### config.mk
export PLATFORM = sky130hd
export DESIGN_NAME = serial_sum_ctrl
export DESIGN_NICKNAME = d
export VERILOG_FILES = /design/src/rtl/serial_sum_ctrl.sv
export SDC_FILE = /design/constraint.sdc
export NUM_CORES = 1
export LEC_CHECK = 0
export BUFFER_PORTS_ARGS = -buffer_cell sky130_fd_sc_hd__buf_2
export CAP_MARGIN = 20
export CORE_ASPECT_RATIO = 1.4
export CORE_UTILIZATION = 44
export DETAILED_ROUTE_END_ITERATION = 12
export PLACE_DENSITY_LB_ADDON = 0.08
export SLEW_MARGIN = 25
export SYNTH_ARGS = -nofsm -noshare
export SYNTH_HDL_FRONTEND = slang
export SYNTH_SLANG_ARGS = --single-unit
### constraint.sdc
create_clock -name clk -period 2.85 [get_ports clk]
set_clock_uncertainty 0.05 [all_clocks]
set_input_delay 0.855 -clock clk [delete_from_list [all_inputs] [get_ports clk]]
set_output_delay 0.855 -clock clk [all_outputs]
set_load 0.1 [all_outputs]
### src/rtl/serial_sum_ctrl.sv
// serial_sum_ctrl: sums a masked set of NUM_OPS signed operand beats through one shared adder,
// publishing a registered sum with a one-cycle done pulse.
module serial_sum_ctrl #(
    parameter int DATAW   = 8,
    parameter int SUMW    = 32,
    parameter int NUM_OPS = 16,
    parameter int CNTW    = 8
) (
    input  logic               clk,
    input  logic               rst,
    input  logic               start,
    input  logic [NUM_OPS-1:0] mask,
    input  logic               op_valid,
    input  logic [DATAW-1:0]   op_data,
    output logic               op_ready,
    output logic [CNTW-1:0]    op_index,
    output logic               busy,
    output logic               done,
    output logic [SUMW-1:0]    sum,
    output logic               overflow
);
    typedef enum logic [1:0] {IDLE, ACCUM, DONE} state_t;
    state_t state_q, state_d;
    logic [SUMW-1:0] acc_q, acc_d, sum_q, sum_d, ext, add;
    logic [CNTW-1:0] idx_q, idx_d;
    logic [NUM_OPS-1:0] mask_q, mask_d, mask_sh;
    logic busy_q, busy_d, done_q, done_d, ovf_q, ovf_d, last;

    always_comb begin
        ext = SUMW'($signed(op_data));
        add = acc_q + ext;
        mask_sh = mask_q >> idx_q;
        last = idx_q == CNTW'(NUM_OPS - 1);
        state_d = state_q;
        acc_d = acc_q;
        sum_d = sum_q;
        idx_d = idx_q;
        mask_d = mask_q;
        ovf_d = ovf_q;
        done_d = 1'b0;
        case (state_q)
            IDLE: if (start) begin
                state_d = ACCUM;
                mask_d = mask;
                acc_d = '0;
                idx_d = '0;
                ovf_d = 1'b0;
            end
            ACCUM: if (op_valid) begin
                if (mask_sh[0]) begin
                    acc_d = add;
                    ovf_d = ovf_q | (acc_q[SUMW-1] == ext[SUMW-1] && add[SUMW-1] != acc_q[SUMW-1]);
                end
                idx_d = last ? idx_q : idx_q + CNTW'(1);
                if (last) begin
                    state_d = DONE;
                    done_d = 1'b1;
                    sum_d = acc_d;
                end
            end
            default: state_d = IDLE;
        endcase
        busy_d = state_d != IDLE;
    end

    always_ff @(posedge clk or negedge rst) begin
        if (!rst) begin
            state_q <= IDLE;
            acc_q <= '0;
            sum_q <= '0;
            idx_q <= '0;
            mask_q <= '0;
            busy_q <= 1'b0;
            done_q <= 1'b0;
            ovf_q <= 1'b0;
        end else begin
            state_q <= state_d;
            acc_q <= acc_d;
            sum_q <= sum_d;
            idx_q <= idx_d;
            mask_q <= mask_d;
            busy_q <= busy_d;
            done_q <= done_d;
            ovf_q <= ovf_d;
        end
    end

    assign op_ready = state_q == ACCUM;
    assign op_index = idx_q;
    assign busy = busy_q;
    assign done = done_q;
    assign sum = sum_q;
    assign overflow = ovf_q;
endmodule

Word level (Yosys, flattened, before mapping)
Cells that the tools add are included.
Word-level totals
  bits in registers: 93
  input bits: 28
  output and inout bits: 44
Operators by class
  add/sub/neg operators: 2
  equality and inequality tests: 8
  shifts and indexed selects: 1
  mux-type cells: 19
  bitwise gates (word level): 1
  reduce and logical (&&, ||, !) cells: 9
Operator list (number)
  32-bit two-way mux: 3
  32-bit case mux with 2 select lines: 1
  32-bit adder: 1
  8-bit two-way mux: 3
  8-bit case mux with 2 select lines: 1
  16-bit by 8-bit >> shifter with 1-bit output: 1
  8-bit by 1-bit adder with 8-bit output (second input constant): 1
  8-bit by 4-bit == test with 1-bit output (second input constant): 1
  4-bit AND reduction: 2
  1-bit two-way mux: 6
  2-bit two-way mux: 3
  2-bit != test (second input constant): 3
  3-bit AND reduction: 2
  2-bit case mux with 2 select lines: 1
  2-bit nonzero test: 2
  2-bit by 1-bit == test with 1-bit output (second input constant): 1
  2-bit logical NOT: 1
  2-bit by 1-bit != test with 1-bit output (second input constant): 1
  1-bit case mux with 2 select lines: 1
  2-bit AND reduction: 1
  1-bit == test: 1
  1-bit logical AND: 1
  1-bit != test: 1
  1-bit OR: 1

Depth between registers and ports, before layout
  word-level depth: 7
  gate-level depth with buffers: 11
  gate-level depth less buffers: 11

Worst setup path after synthesis
No wires, ideal clock.
  kind: in2reg
  start: input port op_data[0]
  end: register sum_q[28], in the netlist sum[28]
  setup time: 0.128 ns
  arrival time: 3.157 ns
  slack: -0.486 ns
  stages on the path: 11
  path buffers: 0
  path through: ha_1 -> fa_1 -> a21o_1 -> a221oi_2 -> a221oi_2 -> a21oi_1 -> o21ai_1 -> a31o_2 -> a21o_1 -> mux2i_1 -> nand3_1
Between the ends
  longest elaborated chain between the ends: 2
Ends and longest elaborated chain
  from (decl): line 14  | input logic [DATAW-1:0] op_data,
  32-bit adder: line 31  | add = acc_q + ext;
  32-bit two-way mux: line 50  | if (mask_sh[0]) begin
  to (signal assigned): line 79  | sum_q <= sum_d;
  to (decl): line 24  | logic [SUMW-1:0] acc_q, acc_d, sum_q, sum_d, ext, add;
No other way between the ends.
A chain may end at the register's enable or synchronous reset.

Worst setup path in the final report
Same ends and word-level chain as after synthesis.

==> metrics.log <==
[metrics] outcome: finished, violations left
[metrics] failing checks: negative setup slack
[metrics] count of input and output buffers: 71
[metrics] final HPWL from detailed placement: around 12 mm
[metrics] core area: between 0.01 and 0.015 sq mm
[metrics] commonest register cell after synthesis: dfrtp_1
[metrics] data required time at the worst endpoint: roughly 3 ns
[metrics] Post-Synthesis Cells: 658
[metrics] largest stage delay on the critical path: ~0.34 ns
[metrics] worst setup path startpoint: op_data[0]
[metrics] maximum number of buffers from clock root to sink: 2
[metrics] cell taking the most area after synthesis: dfrtp_1
[metrics] number of H-tree branching levels: 3
[metrics] Tcrit/Tclk final: 105%
[metrics] Data arrival, critical path: approximately 3.2 ns
[metrics] Netlist cell types: 53
[metrics] Max Clock Freq: roughly 0.34 GHz
[metrics] Final Net Count: approximately 880
[metrics] reg-to-reg critical path startpoint: acc_q[0]$_DFFE_PN0P_
[metrics] grt met1 use: between 30% and 40%
[metrics] Pins Over Slew Limit: 0
[metrics] diode count: 0
[metrics] Avg Cell Area, Syn: a little under 9 sq um
[metrics] count of endpoints failing hold in the final timing report: 0
[metrics] detailed-router iteration count before antenna repair: 5
[metrics] final routed wire length divided by cell count: 17.2 um
[metrics] global routing usage on met2: a little under half
[metrics] Die Footprint: 0.0136 sq mm
[metrics] layer carrying the most global-route usage: met2
[metrics] leftover overflow at the end of global routing: 0
[metrics] Post-route DRC: 0
[metrics] critical path endpoint category: register
[metrics] antenna violation net count after detailed routing: 0
[metrics] RSZ-0062 raised after global routing: yes
[metrics] Syn Nets: approximately 720
[metrics] worst slew slack as a fraction of its limit: between 60 and 70%
[metrics] TritonCTS clock tree: built
[metrics] sequential share of the synthesized area: 40.3%
[metrics] number of cells on the worst reg-to-reg path: 12
[metrics] number of flip-flops and latches in the synthesized netlist: 93
[metrics] global router's overall resource usage: 25.6%
[metrics] Worst-Margin Slew: 0.574 ns
[metrics] Final Routed Wirelength: approximately 17 mm
[metrics] share of post-route cells with drive strength above 1: approximately 37%
[metrics] Die Width: around 99 um
[metrics] register-to-register path setup slack: 0.04 ns
[metrics] R2R Path End: sum[28]$_DFFE_PN0P_
[metrics] vias in the first global route: around 5.6k
[metrics] max-cap violation count: 0
[metrics] clock latency on the worst-skew pair: around 0.35 ns
[metrics] crit path capture: sum[28]$_DFFE_PN0P_
[metrics] number of design-rule violations left by the first detailed-router iteration: 157
[metrics] most frequently used cell type in the post-synthesis netlist: nand2_1
[metrics] pin count of the biggest net entering global routing: 43
[metrics] Final Worst Setup Slack: -0.134 ns
[metrics] list of cells traversed by the critical path: buf_6 > ha_4 > fa_2 > a21o_1 > a221oi_4 > a221oi_4 > a21oi_2 > buf_6 > o21ai_4 > a31o_2 > a21o_1 > mux2i_1 > nand3_1
[metrics] area of all placed cells without fillers: approximately 0.008 sq mm
[metrics] number of buffers created by CTS: 9
[metrics] worst min-delay path category: input pin to async pin
[metrics] top post-synthesis cells by count: nand2_1, dfrtp_1, o21ai_0, nor2_1, a21oi_1
[metrics] drt via density: 5.56
[metrics] number of sinks handled by clock tree synthesis: 93
[metrics] area of the mapped netlist: roughly 0.0058 sq mm
[metrics] clock slew at reported path FFs: 0.08 ns
[metrics] top-area cell type share of the netlist area: 40.3%
[metrics] synth-to-layout area growth: 39.9%
[metrics] num rows: between 40 and 50
[metrics] Post-DP Area: between 0.007 and 0.008 sq mm
[metrics] CP Launch Type: input pin
[metrics] M3 GR Usage: between 2 and 3%
[metrics] number of placed I/O pins: between 70 and 80
[metrics] starting utilization of the core area: between 40% and 50%
[metrics] placer's final routability congestion estimate: 0.850
[metrics] Final setup viols: 14
[metrics] antenna violations before repair: 0
[metrics] minimum clock period after layout: 2.98 ns
[metrics] vias: around 5.5k
[metrics] cell with the largest stage delay on the worst path: fa_2
[metrics] Setup CP Type: input pin to register
[metrics] Post-CTS Hold Buffers: 0
[metrics] number of enable flip-flop cells after synthesis: 0
[metrics] ranking of synthesized cells by area: dfrtp_1, ha_1, nand2_1, o21ai_0, a21oi_1
[metrics] critical-path maximum fanout: 3
[metrics] die extent in y: 138 um
[metrics] wire length of the first global-routing pass: between 20 and 30 mm
[metrics] proportion of register bits with asynchronous set or reset after synthesis: between 90% and 100%
[metrics] Yosys warnings: 0
[metrics] Clock Root Buffer: clkbuf_16
[metrics] final sum of negative setup slack: -0.694 ns
[cell families (layout without fill, tap and decap cells)]
family / after synthesis / in the layout / synth area share [%]
simple gates: 247 / 247 / 19.3
compound gates: 181 / 181 / 19.9
flops: 93 / 93 / 40.3
buf+inv: 51 / 221 / 3.68
xor+xnor: 35 / 35 / 5.31
fa+ha+maj: 33 / 33 / 7.28
mux: 18 / 18 / 4.25
[layer usage]
metal  vias to the layer above  wire, um
met1                      2662      7190
met3                        24       417
met5                         -         0
li1                       2669         -
met4                         0       398
met2                       100      8850
[worst min-delay path by stage]
stage | to | cells after the start | slack [ns] | start
global route | sum[7]$_DFFE_PN0P_ | 1 | 0.40 | rst
finish | sum[7]$_DFFE_PN0P_ | 1 | 0.38 | rst
floorplan | mask_q[10]$_DFFE_PN0P_ | 2 | 0.39 | mask_q[10]$_DFFE_PN0P_
CTS | sum[7]$_DFFE_PN0P_ | 1 | 0.38 | rst
detailed placement | mask_q[7]$_DFFE_PN0P_ | 2 | 0.41 | mask_q[7]$_DFFE_PN0P_
global placement | mask_q[3]$_DFFE_PN0P_ | 2 | 0.40 | mask_q[3]$_DFFE_PN0P_
[layout by cell type (no fill, tap or decap), types with 6 or more instances in the layout]
cell type / netlist / routed
o21ai_0: 56 / 41
a31o_2: 7 / 6
nor2_1: 50 / 47
dfrtp_1: 93 / 92
nand2_1: 104 / 100
o21a_1: 8 / 8
o21ai_1: 3 / 13
xor2_1: 17 / 13
and3_1: 19 / 16
inv_1: 10 / 10
clkbuf_16: 0 / 10
mux2i_1: 11 / 11
ha_1: 32 / 14
a21oi_1: 46 / 35
a21oi_2: 0 / 9
ha_4: 0 / 17
buf_6: 1 / 7
a21o_1: 22 / 22
nand3_1: 41 / 40
nor3_1: 6 / 6
xnor2_1: 18 / 14
buf_2: 11 / 68
buf_4: 0 / 113
[per-stage QoR]
stage	worst slack, ns	hold WS (ns)	util, %	std cells
detailed placement	-0.840	0.407	56.8	953
CTS	-0.109	0.379	60.9	974
global placement	-0.786	0.404	56.8	953
finish	-0.134	0.377	63.1	981
global route	-0.251	0.396	63.1	981
floorplan	-0.289	0.390	-	658
[sequential cells by signal, summed over array words and instances (netlist names)]
signal	cells
state_q	2
sum	32
busy	1
overflow	1
mask_q	16
done	1
op_index	8
acc_q	32
[critical path: cells and delay by family]
family,cells,cell delay (ns)
adders and majority gates,2,0.49
and+or+nand+nor,1,0.08
buffers and inverters,2,0.24
muxes,1,0.16
AOI/OAI and AO/OA,7,1.34
[what timing repair did]
item | CTS | global route
gates cloned | 0 | 1
pin swaps | 24 | 37
endpoints found under the setup margin | 37 | 48
setup buffers | 5 | 6
resized for setup | 34 | 43
[layout make-up]
cell class	count	area, sq um
repair buffers	194	1400
multi-input cells	514	3830
fillers	1093	4730
clock buffers	9	225
flip-flops and latches	93	2330
well taps	153	191
inverters	11	43.8
clock inverters	7	62.6
Power is left out: the tool's default activity adds up to more than one toggle a clock period on the data nets, which glitch-free logic cannot reach.
